File: src/rtl/icb_csr_sram_bridge_if.sv
// ICB command/response bus between a host master and the CSR/SRAM bridge slave.
interface icb_csr_sram_bridge_if;
  logic        icb_cmd_valid;
  logic        icb_cmd_ready;
  logic        icb_cmd_read;
  logic [31:0] icb_cmd_addr;
  logic [31:0] icb_cmd_wdata;
  logic [3:0]  icb_cmd_wmask;
  logic        icb_rsp_valid;
  logic        icb_rsp_ready;
  logic [31:0] icb_rsp_rdata;
  logic        icb_rsp_err;

  modport master (
    output icb_cmd_valid, icb_cmd_read, icb_cmd_addr, icb_cmd_wdata, icb_cmd_wmask,
    output icb_rsp_ready,
    input  icb_cmd_ready, icb_rsp_valid, icb_rsp_rdata, icb_rsp_err
  );

  modport slave (
    input  icb_cmd_valid, icb_cmd_read, icb_cmd_addr, icb_cmd_wdata, icb_cmd_wmask,
    input  icb_rsp_ready,
    output icb_cmd_ready, icb_rsp_valid, icb_rsp_rdata, icb_rsp_err
  );
endinterface

File: src/rtl/icb_csr_sram_bridge.sv
// ICB slave for the MHSA accelerator: CSR file plus a write-merging, read-capable
// port into the unified SRAM. 32-bit writes are packed into SRAM_DW-bit words.
module icb_csr_sram_bridge #(
  parameter int unsigned SRAM_DW    = 64,
  parameter int unsigned SRAM_AW    = 16,
  parameter logic [31:0] SRAM_BYTES = 32'h4000,
  parameter logic [31:0] CSR_BASE   = 32'h4000
) (
  input  logic                   clk,
  input  logic                   rst_n,
  icb_csr_sram_bridge_if.slave   icb,
  output logic                   start_pulse,
  input  logic                   done_set,
  output logic [31:0]            input_base,
  output logic [31:0]            output_base,
  output logic [SRAM_AW-1:0]     sram_addr,
  output logic [SRAM_DW-1:0]     sram_wdata,
  output logic [SRAM_DW/8-1:0]   sram_be,
  output logic                   sram_we,
  output logic                   sram_re,
  input  logic [SRAM_DW-1:0]     sram_rdata
);

  localparam int unsigned K    = SRAM_DW / 32;
  localparam int unsigned BE_W = SRAM_DW / 8;
  localparam int unsigned B    = $clog2(BE_W);
  localparam int unsigned LW   = (K > 1) ? $clog2(K) : 1;

  typedef enum logic [1:0] {S_IDLE, S_READ, S_RSP} state_t;

  state_t state, state_next;

  logic [15:0]         off;
  logic [31:0]         off_ext;
  logic [31:0]         csr_rel;
  logic                sram_hit, csr_hit;
  logic [SRAM_AW-1:0]  word;
  logic [LW-1:0]       lane;
  logic                wr_last;
  logic                flush, hold, accept;

  logic [SRAM_DW-1:0]  buf_data, merged;
  logic [BE_W-1:0]     buf_be, merged_be;
  logic [SRAM_AW-1:0]  buf_word;
  logic                dirty;
  logic [SRAM_AW-1:0]  wr_addr;
  logic [LW-1:0]       rd_lane;
  logic                done;
  logic                done_clr;
  logic [31:0]         csr_rdata;
  logic [31:0]         rsp_rdata;
  logic                rsp_err;
  logic                unused_bits;

  function automatic logic [31:0] apply_mask(input logic [31:0] cur, input logic [31:0] wd,
                                             input logic [3:0] m);
    logic [31:0] r;
    r = cur;
    for (int unsigned i = 0; i < 4; i++)
      if (m[i]) r[i*8 +: 8] = wd[i*8 +: 8];
    return r;
  endfunction

  assign off      = icb.icb_cmd_addr[15:0];
  assign off_ext  = {16'h0, off};
  assign csr_rel  = off_ext - CSR_BASE;
  assign sram_hit = off_ext < SRAM_BYTES;
  assign csr_hit  = (off_ext >= CSR_BASE) && (off_ext < CSR_BASE + 32'd16);
  assign word     = off_ext[B+SRAM_AW-1:B];
  assign lane     = (K > 1) ? LW'(off >> 2) : '0;
  assign wr_last  = (lane == LW'(K - 1));

  assign unused_bits = ^{icb.icb_cmd_addr[31:16], off_ext, csr_rel};

  // A partial buffer is flushed before any SRAM read or a write to another word.
  // Reads additionally wait out a pending write strobe so we/re never overlap.
  assign flush  = icb.icb_cmd_valid & sram_hit & dirty & (icb.icb_cmd_read | (word != buf_word));
  assign hold   = flush | (icb.icb_cmd_valid & sram_hit & icb.icb_cmd_read & sram_we);
  assign accept = icb.icb_cmd_valid & icb.icb_cmd_ready;

  assign icb.icb_cmd_ready = (state == S_IDLE) & ~hold;
  assign icb.icb_rsp_valid = (state == S_RSP);
  assign icb.icb_rsp_rdata = rsp_rdata;
  assign icb.icb_rsp_err   = rsp_err;

  assign sram_re   = accept & sram_hit & icb.icb_cmd_read;
  assign sram_addr = sram_re ? word : wr_addr;

  assign done_clr = accept & csr_hit & ~icb.icb_cmd_read & (csr_rel[3:2] == 2'd1)
                    & icb.icb_cmd_wdata[0];

  always_comb begin
    merged = buf_data;
    for (int unsigned i = 0; i < 4; i++)
      if (icb.icb_cmd_wmask[i])
        merged[{lane, 2'(i), 3'b000} +: 8] = icb.icb_cmd_wdata[i*8 +: 8];
    merged_be = buf_be | (BE_W'(icb.icb_cmd_wmask) << {lane, 2'b00});
  end

  always_comb begin
    csr_rdata = '0;
    unique case (csr_rel[3:2])
      2'd0:    csr_rdata = '0;
      2'd1:    csr_rdata = {30'h0, dirty, done};
      2'd2:    csr_rdata = input_base;
      default: csr_rdata = output_base;
    endcase
  end

  always_comb begin
    state_next = state;
    unique case (state)
      S_IDLE:  if (accept) state_next = (sram_hit & icb.icb_cmd_read) ? S_READ : S_RSP;
      S_READ:  state_next = S_RSP;
      S_RSP:   if (icb.icb_rsp_ready) state_next = S_IDLE;
      default: state_next = S_IDLE;
    endcase
  end

  always_ff @(posedge clk or negedge rst_n) begin
    if (!rst_n) state <= S_IDLE;
    else        state <= state_next;
  end

  always_ff @(posedge clk or negedge rst_n) begin
    if (!rst_n) begin
      buf_data    <= '0;
      buf_be      <= '0;
      buf_word    <= '0;
      dirty       <= 1'b0;
      wr_addr     <= '0;
      sram_wdata  <= '0;
      sram_be     <= '0;
      sram_we     <= 1'b0;
      rd_lane     <= '0;
      rsp_rdata   <= '0;
      rsp_err     <= 1'b0;
      start_pulse <= 1'b0;
      done        <= 1'b0;
      input_base  <= '0;
      output_base <= '0;
    end else begin
      sram_we     <= 1'b0;
      start_pulse <= 1'b0;
      done        <= done_set | (done & ~done_clr);

      if (state == S_READ) rsp_rdata <= sram_rdata[{rd_lane, 5'b00000} +: 32];

      if (flush) begin
        sram_we    <= 1'b1;
        wr_addr    <= buf_word;
        sram_wdata <= buf_data;
        sram_be    <= buf_be;
        buf_data   <= '0;
        buf_be     <= '0;
        dirty      <= 1'b0;
      end

      if (accept) begin
        rsp_rdata <= '0;
        rsp_err   <= 1'b0;
        if (sram_hit) begin
          if (icb.icb_cmd_read) begin
            rd_lane <= lane;
          end else if (wr_last) begin
            sram_we    <= 1'b1;
            wr_addr    <= word;
            sram_wdata <= merged;
            sram_be    <= merged_be;
            buf_data   <= '0;
            buf_be     <= '0;
            dirty      <= 1'b0;
          end else begin
            buf_data <= merged;
            buf_be   <= merged_be;
            buf_word <= word;
            dirty    <= 1'b1;
          end
        end else if (csr_hit) begin
          if (icb.icb_cmd_read) begin
            rsp_rdata <= csr_rdata;
          end else begin
            unique case (csr_rel[3:2])
              2'd0:    start_pulse <= icb.icb_cmd_wdata[0];
              2'd2:    input_base  <= apply_mask(input_base, icb.icb_cmd_wdata, icb.icb_cmd_wmask);
              2'd3:    output_base <= apply_mask(output_base, icb.icb_cmd_wdata, icb.icb_cmd_wmask);
              default: ;
            endcase
          end
        end else begin
          rsp_err <= 1'b1;
        end
      end
    end
  end

endmodule

File: src/flat_wrapper.sv
// flat-port wrapper written by rule: the top's interface ports become plain ports
module icb_csr_sram_bridge_flat 
#(
  parameter int unsigned SRAM_DW    = 64,
  parameter int unsigned SRAM_AW    = 16,
  parameter logic [31:0] SRAM_BYTES = 32'h4000,
  parameter logic [31:0] CSR_BASE   = 32'h4000
)
  (clk, rst_n, start_pulse, done_set, input_base, output_base, sram_addr, sram_wdata, sram_be, sram_we, sram_re, sram_rdata, icb_icb_cmd_valid, icb_icb_cmd_read, icb_icb_cmd_addr, icb_icb_cmd_wdata, icb_icb_cmd_wmask, icb_icb_rsp_ready, icb_icb_cmd_ready, icb_icb_rsp_valid, icb_icb_rsp_rdata, icb_icb_rsp_err);
  icb_csr_sram_bridge_if icb_i ();
  input  logic clk;
  input  logic rst_n;
  output logic start_pulse;
  input  logic done_set;
  output logic [31:0] input_base;
  output logic [31:0] output_base;
  output logic [SRAM_AW-1:0] sram_addr;
  output logic [SRAM_DW-1:0] sram_wdata;
  output logic [SRAM_DW/8-1:0] sram_be;
  output logic sram_we;
  output logic sram_re;
  input  logic [SRAM_DW-1:0] sram_rdata;
  input wire logic [$bits(icb_i.icb_cmd_valid)-1:0] icb_icb_cmd_valid;
  input wire logic [$bits(icb_i.icb_cmd_read)-1:0] icb_icb_cmd_read;
  input wire logic [$bits(icb_i.icb_cmd_addr)-1:0] icb_icb_cmd_addr;
  input wire logic [$bits(icb_i.icb_cmd_wdata)-1:0] icb_icb_cmd_wdata;
  input wire logic [$bits(icb_i.icb_cmd_wmask)-1:0] icb_icb_cmd_wmask;
  input wire logic [$bits(icb_i.icb_rsp_ready)-1:0] icb_icb_rsp_ready;
  output wire logic [$bits(icb_i.icb_cmd_ready)-1:0] icb_icb_cmd_ready;
  output wire logic [$bits(icb_i.icb_rsp_valid)-1:0] icb_icb_rsp_valid;
  output wire logic [$bits(icb_i.icb_rsp_rdata)-1:0] icb_icb_rsp_rdata;
  output wire logic [$bits(icb_i.icb_rsp_err)-1:0] icb_icb_rsp_err;
  assign icb_i.icb_cmd_valid = icb_icb_cmd_valid;
  assign icb_i.icb_cmd_read = icb_icb_cmd_read;
  assign icb_i.icb_cmd_addr = icb_icb_cmd_addr;
  assign icb_i.icb_cmd_wdata = icb_icb_cmd_wdata;
  assign icb_i.icb_cmd_wmask = icb_icb_cmd_wmask;
  assign icb_i.icb_rsp_ready = icb_icb_rsp_ready;
  assign icb_icb_cmd_ready = icb_i.icb_cmd_ready;
  assign icb_icb_rsp_valid = icb_i.icb_rsp_valid;
  assign icb_icb_rsp_rdata = icb_i.icb_rsp_rdata;
  assign icb_icb_rsp_err = icb_i.icb_rsp_err;
  icb_csr_sram_bridge #(.SRAM_DW(SRAM_DW), .SRAM_AW(SRAM_AW), .SRAM_BYTES(SRAM_BYTES), .CSR_BASE(CSR_BASE)) u_core (.clk(clk), .rst_n(rst_n), .icb(icb_i), .start_pulse(start_pulse), .done_set(done_set), .input_base(input_base), .output_base(output_base), .sram_addr(sram_addr), .sram_wdata(sram_wdata), .sram_be(sram_be), .sram_we(sram_we), .sram_re(sram_re), .sram_rdata(sram_rdata));
endmodule
File: config.mk
export PLATFORM = sky130hd
export DESIGN_NAME = icb_csr_sram_bridge_flat
export DESIGN_NICKNAME = d
export VERILOG_FILES = /design/src/rtl/icb_csr_sram_bridge_if.sv /design/src/rtl/icb_csr_sram_bridge.sv /design/src/flat_wrapper.sv
export SDC_FILE = /design/constraint.sdc
export NUM_CORES = 1
export LEC_CHECK = 0
export CAP_MARGIN = 20
export CORE_MARGIN = 4
export CORE_UTILIZATION = 50
export CTS_BUF_LIST = sky130_fd_sc_hd__clkbuf_4
export CTS_CLUSTER_SIZE = 20
export DETAILED_ROUTE_END_ITERATION = 8
export HOLD_SLACK_MARGIN = 0.1
export PLACE_DENSITY = 0.82
export SLEW_MARGIN = 20
export SYNTH_ARGS = -nofsm -noshare
export SYNTH_HDL_FRONTEND = slang
export SYNTH_SLANG_ARGS = --single-unit
File: constraint.sdc
create_clock -name clk -period 4.4 [get_ports clk]
set_clock_uncertainty 0.05 [all_clocks]
set_input_delay 1.1 -clock clk [delete_from_list [all_inputs] [get_ports clk]]
set_output_delay 1.1 -clock clk [all_outputs]
set_load 0.05 [all_outputs]
==> results.md <==
* Worst Setup Path Type: in2out
* Max-slew violation count at 0
* Min cycle time layout at roughly 4.2 ns
* Clock Latency Late Sink at 0.64 ns
* Effective utilization at floorplan at between 50% and 60%
* Highest net fanout along the worst path at 5
* Leading cell type in the layout, fill and taps excluded: sky130_fd_sc_hd__clkdlybuf4s50_1
* Number of maximum-capacitance constraint violations at 0
* Classification of the worst-slack hold path: reg2reg
* Element type at the critical path start: primary input
* Vias per inst at about 5.7
* Transition time at the pin with the least slew margin at 1.070 ns
* Number of buffers created by CTS at 72
* Synth Cell Area at about 12000 um^2
* Pin count of the biggest net entering global routing at ~110
* Peak supply drop at 0.3868 mV
* Area of the multi-input gates at just over 5000 um^2
* Data required time of the worst path at approximately 3.3 ns
* Vias at 9738
* FF/Latch Area at 6933 um^2
* Peak Freq at 237.5 MHz
* Setup repair after global routing missed its margin: no
* Cell area reported after detailed placement at approximately 16000 um^2
* Grt ovf at 0
* Total number of nets in the final design at about 1500
* Layout fillers at approximately 1800
* Maximum root-to-sink buffer count at 3
* Placed wire-length estimate at 25.92 mm
* Critical Path Sink Type: output port
* Global routing usage summed across all routing layers at between 20% and 30%
* Synthesized netlist net count at ~1100
* Post-layout instance area at roughly 17000 um^2
* Fraction of the cycle the final worst path needs at between 90% and 100%
* Number of failing setup endpoints in the final timing report at 0
* First-pass GRT wire length at between 50 and 60 mm
* Hold buffer count at cts at 0
* Layout Area Growth over Synthesis at 36.47%
* H-tree depth at 3
* Worst hold slack at about 0.43 ns
* Count of distinct cell types in the synthesized netlist at 50
* Detailed-router iteration count before antenna repair at 5
* Most frequent cells in the layout: sky130_fd_sc_hd__clkdlybuf4s50_1, sky130_fd_sc_hd__dfrtp_1, sky130_fd_sc_hd__mux2_2, sky130_fd_sc_hd__clkbuf_4, sky130_fd_sc_hd__mux2i_1
* Die height at around 160 um
* Final GP Congestion at 0.8742
* Top FF cell, synth: sky130_fd_sc_hd__dfrtp_1
* Core area at 24250 um^2
* Antenna-violating nets left at 0
* Number of top-level design ports at approximately 330
* Fraction of the yosys area taken by sequential cells at a little under three fifths
* Power per Cell Area at about 600 nW/um^2
* Number of flip-flops and latches in the synthesized netlist at approximately 280
* Leak at around 7.6 nW
* Number of global-route vias before repair at ~10000
* # rows at 57
* Synth warn at 0
* CTS clk-pin slew, worst paths at ~0.06 ns
* Fraction of synthesis flops using an asynchronous set or reset pin at 100.0%
* Floorplan die area at between 20000 and 30000 um^2
* Die width at approximately 160 um
* CTS Sinks at about 280
* # resized after CTS at 0
* Number of hold violations in the final report at 0
* Number of setup buffers added after CTS at 0
* Summed negative setup slack over all endpoints at 0 ns
* Number of enable flip-flop cells after synthesis at 0
* Final wirelength at 36.85 mm
* Share of post-route cells with drive strength above 1 at between 20% and 30%
* TritonCTS clock tree: done
* Root buffer cell: sky130_fd_sc_hd__clkbuf_4
* Routed wire per std cell at around 22 um
* Number of buffers inserted by port buffering at ~300
* DRC marker count from the first detailed-route iteration at ~570
* Gate count of the mapped netlist at roughly 1000
* Headroom to the max-slew limit at 28.64%
* Arrival time worst endpoint at 3.06 ns
* Result of the run: finished, final reports clean
* Number of DRC violations after detailed routing at 0
* Synth Area per Inst at 12.31 um^2
* Antenna violations before repair at 3
## registers in the layout (all words and copies together) (netlist names), 2 cells and up
name	count
u_core.input_base	32
u_core.sram_wdata	64
u_core.output_base	32
u_core.icb.icb_rsp_rdata	32
u_core.buf_word	13
u_core.buf_be	8
u_core.wr_addr	16
u_core.buf_data	64
u_core.state	2
u_core.sram_be	8
## metal layers
metal	up-vias	global-route usage [%]	part of all wire, %
met3	71	7.712	7.6
met4	2	10.06	2.9
met5	-	0	0.033
met1	4892	32.97	40
met2	347	45.58	50
li1	4426	-	-
## power breakdown
part / internal (mW) / leakage, nW / switching, mW
registers: 3.16 / 3.64 / 0.454
clock network: 0.986 / 0.469 / 0.958
logic: 1.73 / 3.46 / 2.79
total: 5.88 / 7.56 / 4.20
## layout make-up
type	count	share of cell area [%]
antenna	2	0.02991
clock buffer	95	4.262
clock inverter	12	0.2767
inverter	5	0.1122
multi-input combinational	642	30.34
sequential	277	41.43
tap	324	2.423
timing repair buffer	344	21.13
## cells by family (layout without fill, tap and decap cells)
group	count (synthesis)	after routing	share of synthesized area, %
xor gates and xnor gates	13	13	0.9286
DFF	277	277	56.53
other	0	2	0
buffers and inverters	77	456	2.592
AOI/OAI and AO/OA	213	213	13.71
and+or+nand+nor	231	231	9.990
muxes	185	185	16.24
## Yosys cell counts, types with 3 or more instances
cell                        number  share of area (%)
sky130_fd_sc_hd__inv_1           5               0.15
sky130_fd_sc_hd__a2bb2oi_1      33                2.4
sky130_fd_sc_hd__nand4_1         5               0.26
sky130_fd_sc_hd__mux2_1          3               0.28
sky130_fd_sc_hd__a32o_1         26                2.1
sky130_fd_sc_hd__nand2_1        49                1.5
sky130_fd_sc_hd__nor4_1          4               0.20
sky130_fd_sc_hd__o22ai_1        16               0.82
sky130_fd_sc_hd__o21a_1          3               0.18
sky130_fd_sc_hd__and2_1         47                2.4
sky130_fd_sc_hd__buf_1           5               0.15
sky130_fd_sc_hd__nand3_1        23               0.94
sky130_fd_sc_hd__nand2_2         8               0.41
sky130_fd_sc_hd__buf_2          18               0.73
sky130_fd_sc_hd__a21o_1          5               0.31
sky130_fd_sc_hd__nand2b_1        5               0.26
sky130_fd_sc_hd__dfrtp_1       277                 57
sky130_fd_sc_hd__nor2b_1         9               0.46
sky130_fd_sc_hd__o32a_1         35                2.9
sky130_fd_sc_hd__a21oi_2         4               0.29
sky130_fd_sc_hd__xnor2_1        13               0.93
sky130_fd_sc_hd__a211oi_1       31                1.9
sky130_fd_sc_hd__a21oi_1        15               0.61
sky130_fd_sc_hd__nor3_1          3               0.12
sky130_fd_sc_hd__nor2_1         49                1.5
sky130_fd_sc_hd__or3_1          16               0.82
sky130_fd_sc_hd__mux2_2        109                 10
sky130_fd_sc_hd__mux2i_1        73                6.0
sky130_fd_sc_hd__o21ai_0        34                1.4
sky130_fd_sc_hd__clkbuf_1       46                1.4
## worst paths after layout
kind	start	end	slack [ns]	cells after the start
max	icb_icb_cmd_addr[11]	icb_icb_cmd_ready	0.19	7
min	u_core.wr_addr[13]	u_core.wr_addr[13]	0.43	1
max reg2reg	u_core.buf_word[9]	u_core.sram_wdata[7]	1.63	7
min reg2reg	u_core.wr_addr[13]	u_core.wr_addr[13]	0.43	1
max in group asynchronous	rst_n	u_core.start_pulse	2.83	2
min in group asynchronous	rst_n	u_core.input_base[6]	0.46	1
## worst max-delay path, cell delays in order
cell	delay, ns
sky130_fd_sc_hd__clkdlybuf4s50_1	0.56
sky130_fd_sc_hd__xnor2_1	0.16
sky130_fd_sc_hd__nand4_1	0.17
sky130_fd_sc_hd__o41a_2	0.52
sky130_fd_sc_hd__and2_1	0.19
sky130_fd_sc_hd__nor2_2	0.19
sky130_fd_sc_hd__buf_12	0.16
## stage by stage
step / worst slack (ns) / utilization [%] / cells / total power, mW
final: 0.1887 / 69.01 / 1701 / 10.08
after global routing: 0.1060 / 69.01 / 1701 / 10.57
after CTS: 0.1918 / 68.99 / 1699 / 10.16
after detailed placement: 0.2084 / 65.86 / 1592 / 8.185
after global placement: 0.2154 / 65.86 / 1592 / 8.087
after floorplan: 0.03839 / - / 996 / 6.366
Power figures use the tool's default switching activity.
